File: src/rtl/sha256_msg_sched.sv
// SHA-256 message schedule: expands one 512-bit block into W[0..63]
// from a 16-word sliding window, one word per accepted transfer.
module sha256_msg_sched (
   input  logic         clk,
   input  logic         rst_n,
   input  logic         clear,
   input  logic         blk_valid,
   output logic         blk_ready,
   input  logic [511:0] blk_data,
   output logic         w_valid,
   input  logic         w_ready,
   output logic [31:0]  w_data,
   output logic [5:0]   w_idx,
   output logic         w_last
);

   typedef enum logic {
      S_IDLE,
      S_EMIT
   } state_t;

   state_t      r_state;
   state_t      w_state_nxt;
   logic [31:0] r_win [16];
   logic [5:0]  r_idx;
   logic        w_load;
   logic        w_xfer;
   logic [31:0] w_new;

   function automatic logic [31:0] sig0(input logic [31:0] x);
      return {x[6:0], x[31:7]} ^ {x[17:0], x[31:18]} ^ {3'b0, x[31:3]};
   endfunction

   function automatic logic [31:0] sig1(input logic [31:0] x);
      return {x[16:0], x[31:17]} ^ {x[18:0], x[31:19]} ^ {10'b0, x[31:10]};
   endfunction

   // Window holds W[t..t+15]; this is W[t+16], ready for the shift.
   assign w_new = sig1(r_win[14]) + r_win[9] + sig0(r_win[1]) + r_win[0];

   assign w_data = r_win[0];
   assign w_idx  = r_idx;
   assign w_last = (r_idx == 6'd63);

   always_comb begin
      w_state_nxt = r_state;
      blk_ready   = 1'b0;
      w_valid     = 1'b0;
      w_load      = 1'b0;
      w_xfer      = 1'b0;
      unique case (r_state)
         S_IDLE: begin
            blk_ready = 1'b1;
            if (blk_valid) begin
               w_load      = 1'b1;
               w_state_nxt = S_EMIT;
            end
         end
         S_EMIT: begin
            w_valid = 1'b1;
            if (w_ready) begin
               w_xfer = 1'b1;
               if (r_idx == 6'd63) w_state_nxt = S_IDLE;
            end
         end
         default: w_state_nxt = S_IDLE;
      endcase
      if (clear) begin
         w_state_nxt = S_IDLE;
         w_load      = 1'b0;
         w_xfer      = 1'b0;
      end
   end

   always_ff @(posedge clk or negedge rst_n) begin
      if (!rst_n) r_state <= S_IDLE;
      else        r_state <= w_state_nxt;
   end

   always_ff @(posedge clk or negedge rst_n) begin
      if (!rst_n) begin
         r_idx <= 6'd0;
         for (int i = 0; i < 16; i++) r_win[i] <= 32'd0;
      end else if (clear) begin
         r_idx <= 6'd0;
      end else if (w_load) begin
         r_idx <= 6'd0;
         for (int i = 0; i < 16; i++) r_win[i] <= blk_data[511-32*i -: 32];
      end else if (w_xfer) begin
         // 63 + 1 wraps to 0, leaving the index clean for the next block
         r_idx <= r_idx + 6'd1;
         for (int i = 0; i < 15; i++) r_win[i] <= r_win[i+1];
         r_win[15] <= w_new;
      end
   end

endmodule

File: config.mk
export PLATFORM = sky130hd
export DESIGN_NAME = sha256_msg_sched
export DESIGN_NICKNAME = d
export VERILOG_FILES = /design/src/rtl/sha256_msg_sched.sv
export SDC_FILE = /design/constraint.sdc
export NUM_CORES = 2
export LEC_CHECK = 0
export BUFFER_PORTS_ARGS = -buffer_cell sky130_fd_sc_hd__clkbuf_2
export CORE_MARGIN = 2
export CORE_UTILIZATION = 60
export DETAILED_ROUTE_END_ITERATION = 8
export PLACE_DENSITY_LB_ADDON = 0.2
export SLEW_MARGIN = 15
export SYNTH_ARGS = -nofsm -noshare
export SYNTH_HDL_FRONTEND = slang
export SYNTH_SLANG_ARGS = --single-unit
export TNS_END_PERCENT = 1
File: constraint.sdc
create_clock -name clk -period 6.25 [get_ports clk]
set_input_delay 0 -clock clk [delete_from_list [all_inputs] [get_ports clk]]
set_output_delay 0 -clock clk [all_outputs]
set_load 0.03 [all_outputs]
==> summary.txt <==
Run status
  • Status: finished with violations
  • Failing checks: DRC

Logic synthesis
  • Syn nets: around 4,000
  • Register bit total from synthesis: 519
  • Yosys warnings: 0
  • Register area share after synthesis: 0.467
  • Main synth FF type: dfrtp_1
  • Post-synth EDFFs: 0
  • Yosys cell types: 63
  • Post-synthesis area per instance: 8.17 sq um
  • Mapped Area: roughly 28,000 sq um
  • Cells after Synth: 3,403
  • Fraction of registers with async set/reset: 1.00

Clock network
  • Cts repair resizes: 0
  • Clk pin slew, worst setup/hold paths: 70 ps
  • Clock Tree Buf Depth: 3
  • CTS tree: yes
  • Clock Latency Late Sink: 630 ps
  • TritonCTS buffer count: 54
  • Clock sinks: 519
  • CTS HTree Levels: 2
  • CTS root buffer: clkbuf_16

Timing
  • Min Clock Period, post-route: 4460 ps
  • Final period utilization: 0.713
  • Final Max Slew Viols: 0
  • Hold_ws: ~37 ps
  • Slew of the pin with the lowest slew margin: 1280 ps
  • Final hold vios: 0
  • Setup TNS: 0 ps
  • Setup violation total in the final timing report: 0
  • Fmax: 0.224 GHz
  • Slew headroom: 0.145
  • Unrepaired setup endpoints after global routing: no
  • Final Skew: about 18 ps

GRT
  • Number of global-route vias before repair: 31,800
  • Total grt overflow: 0
  • First-pass GRT wire length: about 200,000 um
  • Antenna violations before repair: 14
  • GRT Resource Usage Total: 0.555
  • Largest net degree at the start of global routing: 239

Critical path
  • CP max FO: 5
  • Worst Path Class, Setup: flop to flop
  • CP required: 6750 ps
  • Worst setup EP type: flop
  • CP Launch Type: flop
  • Critical Path AT: 4960 ps

Routing
  • DR DRC count: 17
  • Via Count: 32,000
  • Detailed Route WL: 132,000 um
  • Post-route ant nets: 0
  • Drt wl/cell: roughly 27 um
  • Vias/cell: 6.50
  • DRT iter0 DRCs: 5,921
  • Drt pass-1 iters: 9

Power
  • Power Density: 735 nW/um^2
  • Worst vdd ir: 911 uV
  • Overall Power: 27.5 mW
  • Logic pwr share: 0.662
  • Sw Share: 0.527
  • Internal power: 13.0 mW
  • Sw Pwr: 14.5 mW
  • Clock power frac: 0.117
  • Leak: 17.5 nW
  • Seq pwr share: 0.221

Final layout
  • Multi-input logic area: 13,000 sq um
  • NumNets Final: around 4,900
  • Filler Cell Count: 2,432
  • Reg area: 13,000 sq um
  • Fin util: 0.822
  • P&R area growth vs syn: 34.7%
  • Share of cells above drive strength 1: 0.156
  • Final Instance Area: 37,500 sq um

Place
  • IO Port Bufs: 557
  • Final HPWL DP: 73,700 um
  • Routability Congestion: 1.01
  • Placed inst area: 30,200 sq um

Flow run
  • Max Cap Viol: 0

Floorplan
  • Die H: roughly 220 um
  • FP Rows: 78
  • Die area: 48,100 sq um
  • I/O pins: 558
  • Starting Density: 0.610
  • Die X: about 220 um
  • Core Area: 45,600 sq um

Worst hold path
  • HP Class: input port to asynchronous set/reset pin
==> repair_timing <==
action,4_1_cts,5_1_grt
hold buffers,550,0
endpoints found under the hold margin,621,0
setup endpoints to repair,0,0
setup buffers,0,0
==> layout by cell type, fill, tap and decap left out, drive strengths merged, types with 3 or more instances in the layout <==
cell         netlist  routed
a211oi             5       5
a21o               4       4
a21oi             53      53
a22oi             13      13
a31oi            489     489
and2               3       3
and3               4       4
buf              100      20
clkbuf           210     635
clkinv             0      13
dfrtp            519     519
diode              0      15
dlygate4sd3        0     550
fa                62      62
ha                32      32
inv              125     126
nand2           1011    1011
nand3             12      12
nand4              3       3
nor2             507     507
nor3               4       4
nor3b              4       4
o211ai             7       7
o21ai             44      44
o21bai             4       4
o22ai              8       8
xnor2             93      93
xor2              58      58
==> cell usage after synthesis, types with 32 or more instances <==
cell type,number,share of area
nand2_1,1009,0.14
dfrtp_1,519,0.47
xnor2_1,93,0.029
a31oi_1,489,0.11
a21oi_1,50,0.0090
buf_4,32,0.0086
xor2_1,58,0.018
inv_1,125,0.017
ha_1,32,0.014
clkbuf_1,208,0.028
fa_1,62,0.045
buf_2,57,0.010
nor2_1,507,0.068
==> power groups by stage <==
stage	registers (mW)	clock network [mW]	logic, mW
floorplan	5.15	0	12.6
global placement	5.78	0	16.9
detailed placement	5.84	0	16.9
CTS	5.80	3.15	17.4
global route	6.10	3.31	19.6
finish	6.09	3.23	18.2
==> kinds of logic after synthesis <==
group,Yosys count,synth area share
simple gates,1560,0.215
xor+xnor,151,0.0476
buf+inv,436,0.0671
fa+ha+maj,94,0.0590
flops,519,0.467
mux,1,0.000405
compound gates,642,0.144
==> through the flow <==
stage | setup slack (ps) | cells
5_1_grt | 1550 | 4926
4_1_cts | 1860 | 4914
2_1_floorplan | 2520 | 3403
6_report | 1790 | 4929
3_3_place_gp | 1880 | 4268
3_5_place_dp | 1870 | 4268
==> registers in the layout, indices dropped and copies added (netlist names) <==
name and flops:
w_data 32, w_idx 6, r_win 480, r_state 1
==> routing by layer <==
| metal | track usage | vias to the layer above | wire length [um] |
|---|---|---|---|
| met4 | 0.444 | 18 | 14100 |
| met5 | 0.0604 | - | 322 |
| met1 | 0.640 | 14700 | 42600 |
| met3 | 0.235 | 1120 | 19400 |
| li1 | - | 12900 | - |
| met2 | 0.803 | 3337 | 55700 |
==> cell type report <==
cell class                      instances  share of cell area
Sequential cell                       519               0.347
Tap cell                              600              0.0200
Antenna cell                           15             0.00100
Clock buffer                           79              0.0410
Timing Repair Buffer                 1126               0.228
Multi-Input combinational cell       2448               0.346
Clock inverter                         17             0.00404
Inverter                              125              0.0125
==> worst max-delay path, cell delays in order (launching register included) <==
cell      delay, ps
dfrtp_1         450
xor2_1          200
xnor2_1         290
fa_1            480
inv_1            90
fa_1            420
ha_1            230
fa_1            470
a21oi_1         250
o211ai_1        190
a32oi_1         530
a211o_1         260
nand2_1         120
nor4_1          280
a211oi_1         70
==> final timing paths <==
check	from	end	slack, ps	cells past startpoint
min reg2reg	r_win[6]$_DFFE_PN0P_	r_win[6]$_DFFE_PN0P_	530	2
min in group clk	blk_data[3]	r_win[3]$_DFFE_PN0P_	150	4
max in group asynchronous	rst_n	r_win[205]$_DFFE_PN0P_	4610	3
min	rst_n	r_win[436]$_DFFE_PN0P_	40	2
max reg2reg	r_win[50]$_DFFE_PN0P_	r_win[27]$_DFFE_PN0P_	1790	14
max	r_win[50]$_DFFE_PN0P_	r_win[27]$_DFFE_PN0P_	1790	14
Note: power is estimated with default switching activity, not from simulation.
